File: src/rtl/aha_tlx_train_seq.sv
// TLX lane training sequencer: walks the latched lane mask in index order, running
// clear/start/wait attempts per lane with optional timeout and bounded retries.
module aha_tlx_train_seq #(
  parameter int NUM_LANES = 5,
  parameter int TMO_W     = 16
) (
  input  logic                 clk_i,
  input  logic                 reset_i,
  input  logic                 go_i,
  input  logic                 abort_i,
  input  logic [NUM_LANES-1:0] lane_mask_i,
  input  logic [TMO_W-1:0]     timeout_i,
  input  logic [1:0]           max_retry_i,
  input  logic [NUM_LANES-1:0] lane_done_i,
  output logic [NUM_LANES-1:0] lane_en_o,
  output logic [NUM_LANES-1:0] lane_ie_o,
  output logic [NUM_LANES-1:0] lane_start_o,
  output logic [NUM_LANES-1:0] lane_clear_o,
  output logic                 busy_o,
  output logic                 seq_done_o,
  output logic                 aborted_o,
  output logic [NUM_LANES-1:0] pass_mask_o,
  output logic [NUM_LANES-1:0] fail_mask_o,
  output logic [2:0]           cur_lane_o
);

  typedef enum logic [2:0] {
    ST_IDLE,
    ST_SCAN,
    ST_CLR,
    ST_STRT,
    ST_WAIT,
    ST_FIN
  } state_e;

  localparam logic [TMO_W-1:0] TMO_ONE = 1;

  state_e               state_q, state_d;
  logic [2:0]           cur_lane_q, cur_lane_d;
  logic [1:0]           retry_q, retry_d;
  logic [TMO_W-1:0]     timer_q, timer_d;
  logic [NUM_LANES-1:0] mask_q, mask_d;
  logic [TMO_W-1:0]     tmo_q, tmo_d;
  logic [1:0]           max_retry_q, max_retry_d;
  logic [NUM_LANES-1:0] pass_q, pass_d;
  logic [NUM_LANES-1:0] fail_q, fail_d;
  logic                 aborted_q, aborted_d;

  logic [NUM_LANES-1:0] lane_sel;
  logic                 mask_hit;
  logic                 done_hit;
  logic                 at_end;
  logic                 timeout_hit;
  logic                 lane_active;

  // One-hot of the current lane; all zero once cur_lane has run past the last lane.
  always_comb begin
    lane_sel = '0;
    for (int i = 0; i < NUM_LANES; i++) begin
      if (cur_lane_q == 3'(i)) lane_sel[i] = 1'b1;
    end
  end

  assign mask_hit    = |(mask_q & lane_sel);
  assign done_hit    = |(lane_done_i & lane_sel);
  assign at_end      = (cur_lane_q == 3'(NUM_LANES));
  assign timeout_hit = (tmo_q != '0) && (timer_q == tmo_q - TMO_ONE);

  always_comb begin
    // NOTE: every next-state signal gets its hold value first, so no path can infer a latch.
    state_d     = state_q;
    cur_lane_d  = cur_lane_q;
    retry_d     = retry_q;
    timer_d     = timer_q;
    mask_d      = mask_q;
    tmo_d       = tmo_q;
    max_retry_d = max_retry_q;
    pass_d      = pass_q;
    fail_d      = fail_q;
    aborted_d   = aborted_q;

    unique case (state_q)
      ST_IDLE: begin
        if (go_i && !abort_i) begin
          mask_d      = lane_mask_i;
          tmo_d       = timeout_i;
          max_retry_d = max_retry_i;
          pass_d      = '0;
          fail_d      = '0;
          aborted_d   = 1'b0;
          retry_d     = '0;
          cur_lane_d  = '0;
          state_d     = ST_SCAN;
        end
      end
      ST_SCAN: begin
        if (at_end) begin
          state_d = ST_FIN;
        end else if (!mask_hit) begin
          cur_lane_d = cur_lane_q + 3'd1;
        end else begin
          state_d = ST_CLR;
        end
      end
      ST_CLR: state_d = ST_STRT;
      ST_STRT: begin
        timer_d = '0;
        state_d = ST_WAIT;
      end
      ST_WAIT: begin
        timer_d = timer_q + TMO_ONE;
        // Done is checked before the timeout so a coincident done counts as a pass.
        if (done_hit) begin
          pass_d     = pass_q | lane_sel;
          retry_d    = '0;
          cur_lane_d = cur_lane_q + 3'd1;
          state_d    = ST_SCAN;
        end else if (timeout_hit) begin
          if (retry_q < max_retry_q) begin
            retry_d = retry_q + 2'd1;
            state_d = ST_CLR;
          end else begin
            fail_d     = fail_q | lane_sel;
            retry_d    = '0;
            cur_lane_d = cur_lane_q + 3'd1;
            state_d    = ST_SCAN;
          end
        end
      end
      ST_FIN:  state_d = ST_IDLE;
      default: state_d = ST_IDLE;
    endcase

    // Abort overrides any result update of the cycle so the current lane stays unmarked.
    if (abort_i && (state_q inside {ST_SCAN, ST_CLR, ST_STRT, ST_WAIT})) begin
      state_d    = ST_FIN;
      aborted_d  = 1'b1;
      pass_d     = pass_q;
      fail_d     = fail_q;
      retry_d    = retry_q;
      cur_lane_d = cur_lane_q;
    end
  end

  // NOTE: sequential state uses non-blocking assignments so all registers update together.
  always_ff @(posedge clk_i) begin
    if (reset_i) begin
      state_q     <= ST_IDLE;
      cur_lane_q  <= '0;
      retry_q     <= '0;
      timer_q     <= '0;
      mask_q      <= '0;
      tmo_q       <= '0;
      max_retry_q <= '0;
      pass_q      <= '0;
      fail_q      <= '0;
      aborted_q   <= 1'b0;
    end else begin
      state_q     <= state_d;
      cur_lane_q  <= cur_lane_d;
      retry_q     <= retry_d;
      timer_q     <= timer_d;
      mask_q      <= mask_d;
      tmo_q       <= tmo_d;
      max_retry_q <= max_retry_d;
      pass_q      <= pass_d;
      fail_q      <= fail_d;
      aborted_q   <= aborted_d;
    end
  end

  assign lane_active  = (state_q == ST_CLR) || (state_q == ST_STRT) || (state_q == ST_WAIT);
  assign lane_en_o    = lane_active ? lane_sel : '0;
  assign lane_ie_o    = lane_en_o;
  assign lane_start_o = (state_q == ST_STRT) ? lane_sel : '0;
  assign lane_clear_o = (state_q == ST_CLR) ? lane_sel : '0;
  assign busy_o       = (state_q != ST_IDLE);
  assign seq_done_o   = (state_q == ST_FIN);
  assign aborted_o    = aborted_q;
  assign pass_mask_o  = pass_q;
  assign fail_mask_o  = fail_q;
  assign cur_lane_o   = cur_lane_q;

endmodule

File: config.mk
export PLATFORM = sky130hd
export DESIGN_NAME = aha_tlx_train_seq
export DESIGN_NICKNAME = d
export VERILOG_FILES = /design/src/rtl/aha_tlx_train_seq.sv
export SDC_FILE = /design/constraint.sdc
export NUM_CORES = 1
export LEC_CHECK = 0
export CAP_MARGIN = 10
export CORE_MARGIN = 2
export CORE_UTILIZATION = 55
export DETAILED_ROUTE_END_ITERATION = 8
export DONT_BUFFER_PORTS = 1
export PLACE_DENSITY = 0.75
export SETUP_SLACK_MARGIN = 0.05
export SYNTH_ARGS = -nofsm -noshare
export SYNTH_HDL_FRONTEND = slang
export SYNTH_SLANG_ARGS = --single-unit
File: constraint.sdc
create_clock -name clk_i -period 3.15 [get_ports clk_i]
set_input_delay 0.4725 -clock clk_i [delete_from_list [all_inputs] [get_ports clk_i]]
set_output_delay 0.4725 -clock clk_i [all_outputs]
set_load 0.005 [all_outputs]
==> metrics, run 1 <==
outcome finished clean; area delta synth->final 8.657%; CTS Buf Count 9; CP bufs+invs 1; CP Cell Sequence inv_2 -> ha_4 -> or4b_4 -> or4b_4 -> nand3_2 -> a31oi_2 -> or4_4 -> nor3_4 -> o21ai_2 -> mux2_4; sequential share of the synthesized area 34.63%; Cell Area, Synth 3353 µm²; Power Total 0.002275 W; CTS root buf clkbuf_8; f_max 0.3253 GHz; Slew HR 55.70%; Period Utilization, post-route 97.60%; drt first pass iters 5; Slew @ Worst Pin 647.7 ps; Hold Crit Depth 1; leakage 1.314 nW; Clock Pin Slew Worst Setup and Hold Paths 70 ps; Overflow after GRT 0; latest clock arrival within the worst-skew pair 340 ps; # port buffers 0; RSZ-0062 raised after global routing true; Synth Area per Inst 7.518 µm²; most used cell, CP or4b_4; Max FO, Critical Path 5; Tot GR Track Use 25.40%; Min-Delay Path Class in2reg; Async SR Flop Fraction 0%; final hold viol count 0; Detailed Route WL 8429 µm; Routed Antenna Nets 0; startpoint types flip-flop; critical path arrival 3310 ps; pwr dens 624.4 nW/µm²; DR vias 3157; starting density of the core 56.64%; Setup WS pre-CTS 67.83 ps; Worst Path Class, Setup reg2reg; die width 82.08 µm; Ports 68; Multi-input gate area 2078 µm²; layout cells sized above 1 11.71%; worst-case reg-to-reg path depth 10; vias per cell 6.083; first-pass GRT wire length 12940 µm; vias in the first global route 2721; Max Transition Viols Final 0; wire per inst 16.24 µm; Syn Inst Count 446; Ys Warns 0; Die Area 6737 µm²; VDD IR-drop max 0.0003757 V; gp weighted congestion 0.8834; Final Non-Filler Cells 519; Seq cells post-synth 58; Final setup viols 0; post-synth cell types 58; row cnt 28; FF/Latch Area 1162 µm²; FILL cells 543; number of flops mapped to enable cells by yosys 0; H-tree levels 3; Synth Flop Type dfxtp_1; area of the core 5921 µm²; chip height 82.08 µm; CTS tree done; Placed Cells 503; nets@finish 481; Final min period 3074 ps; HPWL after DPL 5904 µm; Max stage delay cell, worst path or4_4; # Max-Cap Violations 0; initial antenna violation count 0; total clock sinks 58; ANT cells 0; Clock Tree Buf Depth 2; logic depth of the worst setup path including buffers 10; WHS 210.1 ps; CP endpoint kind flip-flop; Iter 0 DRT Violations 249; largest net degree at the start of global routing 54; CP delay by family, top simple AND/OR/NAND/NOR gates; Setup WS post-layout 75.56 ps; synthesized net count 486; CP peak stage delay 580 ps; clock skew 11.15 ps; number of remaining DRC errors 0; WP data required 3380 ps
[Yosys cell counts (3+ instances only)]
master	count	share of area, %
or4_1	3	0.67
nand3b_1	8	1.8
nand3_1	16	2.4
inv_1	10	1.1
xor2_1	7	1.8
o211ai_1	5	1.1
nor3_1	11	1.6
or3_1	5	0.93
a221oi_1	3	0.78
mux2_2	3	1.0
nand4_1	5	0.93
ha_1	8	3.0
a21oi_1	45	6.7
o21ai_0	13	1.9
nor2b_1	4	0.75
nand2_1	75	8.4
clkbuf_1	19	2.1
xnor2_1	11	2.9
nor4_1	4	0.75
nand2b_1	6	1.1
or2_2	5	0.93
dfxtp_1	58	35
a31oi_1	10	1.9
and2_1	3	0.56
buf_4	5	1.1
o21a_1	3	0.67
nor2_1	54	6.0
and3_1	8	1.5
[placed cells by master, fill, tap and decap left out, drive strengths merged, types with 8 or more instances in the layout]
master,netlist,final
xnor2,11,11
ha,8,8
dfxtp,58,58
nand3,16,16
a31oi,10,10
a21oi,45,45
inv,10,10
nor3,12,12
nand3b,8,8
clkbuf,19,11
nor2,54,54
and3,8,8
nand2,75,75
buf,7,10
o21ai,15,15
[layer usage]
layer | GRT usage [%] | wire length [µm]
met1 | 32.95 | 3882
met2 | 40.00 | 3925
met3 | 4.945 | 428
met4 | 13.00 | 192
met5 | 0 | 0
[power breakdown]
part | internal (W) | switching [W] | total [W]
registers | 0.000788 | 0.0000905 | 0.000878
clock network | 0.000397 | 0.000284 | 0.000680
logic | 0.000301 | 0.000415 | 0.000716
total | 0.00149 | 0.000789 | 0.00227
[flip-flops by register name, summed over array words and instances (netlist names)]
register / cells
state_q: 3
max_retry_q: 2
fail_mask_o: 5
cur_lane_o: 3
timer_q: 16
retry_q: 2
tmo_q: 16
aborted_o: 1
mask_q: 5
pass_mask_o: 5
[what timing repair did]
item                                    4_1_cts  5_1_grt
hold buffers                                  0        0
hold endpoints to repair                      0        0
gates resized for setup                       0       16
endpoints found under the setup margin        0        9
setup buffers                                 0        1
[area by class of cell]
| class | count | share of cell area (%) |
|---|---|---|
| clock buffer | 11 | 4.155 |
| inverter | 11 | 1.133 |
| timing repair buffer | 10 | 2.095 |
| sequential | 58 | 31.90 |
| tap | 75 | 2.576 |
| multi-input combinational | 351 | 57.04 |
| clock inverter | 3 | 1.099 |
[per-stage QoR]
step	utilization, %	TNS, ps	cell area, µm²
2_1_floorplan	-	0	3353
3_3_place_gp	57.16	0	3385
3_5_place_dp	57.16	0	3385
4_1_cts	60.40	0	3576
5_1_grt	61.54	-34.16	3643
6_report	61.54	0	3643
[path summary, 6_finish.rpt]
check / from / end / slack [ps]
worst max-delay path: tmo_q[1] / cur_lane_o[0] / 80
worst min-delay path: abort_i / state_q[1] / 210
worst max register to register: tmo_q[1] / cur_lane_o[0] / 80
worst min register to register: max_retry_q[1] / max_retry_q[1] / 450
[cell families (layout without fill, tap and decap cells)]
family	Yosys count	count (layout)	share of synthesized area, %
compound gates	98	98	17.69
xor+xnor	18	18	4.701
fa+ha+maj	8	8	2.985
buf+inv	37	35	4.963
flops	58	58	34.63
mux	7	7	2.276
simple gates	220	220	32.76
Note: power is estimated with default switching activity, not from simulation.
==> run 2, diff against run 1 <==
CORE_ASPECT_RATIO = 1.4   (was unset)
PLACE_DENSITY = 0.71   (was 0.75)
==> run 2 against run 1 <==
First-iteration DRC count down 26%; die area rose by 0.13%; final cell count increased by 0.19%; worst hold slack worse by 8.3 ps; largest power group unchanged; worst setup slack better by 34 ps; non-clock buffer count grew 4; design area up 1.3%.
==> metrics, run 2 (same netlist as run 1, synthesis figures left out) <==
first-pass GRT wire length 13060 µm (+0.96%); # hold bufs at CTS 0 (unchanged); ANT cells 0 (unchanged); Tot GR Track Use 24.50% (-0.91 points); row cnt 33 (+18%); total clock sinks 58 (unchanged); Period Utilization, post-route 96.53% (-1.1 points); wire per inst 15.80 µm (-2.7%); vias in the first global route 2766 (+1.7%); CP peak stage delay 560 ps (-20 ps); global route hottest layer met2; Slew HR 46.29% (-9.4 points); area delta synth->final 10.04%; Clock Pin Slew Worst Setup and Hold Paths 70 ps (about the same); CTS root buf clkbuf_8; latest clock arrival within the worst-skew pair 340 ps (about the same); Max FO, Critical Path 3 (-2); initial antenna violation count 0 (unchanged); Multi-input gate area 2073 µm² (-0.24%); pwr dens 633.7 nW/µm² (+1.5%); Detailed Route WL 8218 µm (-2.5%); gp weighted congestion 0.9081 (+2.8%); final hold viol count 0 (unchanged); Max stage delay cell, worst path or4_4; Min-Delay Path Class in2reg; M3 GR Usage 6.846% (+1.9 points); met2 Resource Use GR 43.49% (+3.5 points); Overflow after GRT 0 (unchanged); chip height 96.39 µm (+17%); Clock Tree Buf Depth 2 (unchanged); CP bufs+invs 1 (unchanged); outcome finished clean; leakage 1.333 nW (+1.4%); CP delay by family, top simple AND/OR/NAND/NOR gates; starting density of the core 57.19% (+0.56 points); area of the core 5863 µm² (-0.97%); H-tree levels 3 (unchanged); Slew @ Worst Pin 785.4 ps (+137.6 ps); largest net degree at the start of global routing 54 (unchanged); critical path arrival 3270 ps (-40 ps); Finished Core Util 62.93% (+1.4 points); HPWL after DPL 5981 µm (+1.3%); Final min period 3041 ps (-33.89 ps); CP endpoint kind flip-flop; Worst Path Class, Setup reg2reg; Final setup viols 0 (unchanged); vias per cell 6.010 (-1.2%); CP Cell Sequence inv_2 -> ha_4 -> or4b_4 -> or4b_1 -> nand3_1 -> a31oi_2 -> or4_4 -> nor3_4 -> o21ai_4 -> mux2_4; WP data required 3380 ps (about the same); FF/Latch Area 1164 µm² (+0.11%); layout cells sized above 1 12.44% (+0.73 points); FILL cells 564 (+3.9%); most frequent cells in the layout nand2_1 (75), dfxtp_1 (56), nor2_1 (53), a21oi_1 (45), nand3_1 (16); Setup WS post-layout 109.4 ps (+33.89 ps); number of remaining DRC errors 0 (unchanged); M1 GR Usage 27.95% (-5.0 points); CTS tree done; nets@finish 485 (+0.83%); Iter 0 DRT Violations 185 (-26%); Die Area 6746 µm² (+0.13%); clock skew 10.04 ps (-1.105 ps); drt first pass iters 4 (-1); die width 69.99 µm (-15%); f_max 0.3289 GHz (+1.1%); Max Transition Viols Final 0 (unchanged); Routed Antenna Nets 0 (unchanged); # port buffers 0 (unchanged); Setup WS pre-CTS 132.5 ps (+64.67 ps); RSZ-0062 raised after global routing true; CTS Buf Count 9 (unchanged); DR vias 3125 (-1.0%); # Max-Cap Violations 0 (unchanged); VDD IR-drop max 0.0003219 V (-14%); startpoint types flip-flop; top flop regs timer_q: 16 flops, tmo_q: 16 flops; most common cell after layout, fill and taps aside nand2_1; Ports 68 (unchanged)
==> run 2: repair_timing <==
item	4_1_cts	5_1_grt
resized for setup	0	14
setup endpoints to repair	0	4
buffers inserted	0	0
endpoints found under the hold margin	0	0
==> run 2: final cells by class <==
type	instances	area share, %
inverter	11	1.119
sequential	58	31.54
clock buffer	9	3.357
clock inverter	7	2.543
timing repair buffer	14	2.882
tap	70	2.374
multi-input combinational	351	56.19
==> run 2: power breakdown <==
part | switching [W] | internal (W) | leakage [nW] | total, W
registers | 0.0000854 | 0.000788 | 0.471 | 0.000873
logic | 0.000403 | 0.000308 | 0.757 | 0.000711
clock network | 0.000311 | 0.000443 | 0.105 | 0.000754
==> run 2: worst reg2reg max path: stages (launching register included) <==
cell and delay [ps]:
dfxtp_2 330, inv_2 60, ha_4 130, or4b_4 480
or4b_1 470, nand3_1 110, a31oi_2 100, or4_4 560
nor3_4 250, o21ai_4 110, mux2_4 330
==> run 2: stage by stage <==
stage	setup TNS [ps]	cell area (µm²)	power [W]	instances	hold slack, ps
floorplan	0	3353	0.001418	446	435.7
global placement	0	3416	0.001549	503	435.3
detailed placement	0	3416	0.001559	503	444.6
CTS	0	3633	0.002317	519	179.5
global route	-75.47	3690	0.002476	520	174.3
finish	0	3690	0.002338	520	201.8
==> run 2: path summary, 6_finish.rpt <==
check	startpoint	endpoint	slack [ps]	cells past startpoint
setup / recovery	tmo_q[1]	cur_lane_o[0]	110	10
hold / removal	reset_i	timer_q[2]	200	1
setup reg to reg	tmo_q[1]	cur_lane_o[0]	110	10
hold reg to reg	max_retry_q[1]	max_retry_q[1]	460	2
==> run 2: per-layer routing <==
metal | wire length (µm) | share of wire, %
met5 | 0 | 0
met4 | 182 | 2.2
met3 | 496 | 6.0
met2 | 4161 | 51
met1 | 3378 | 41
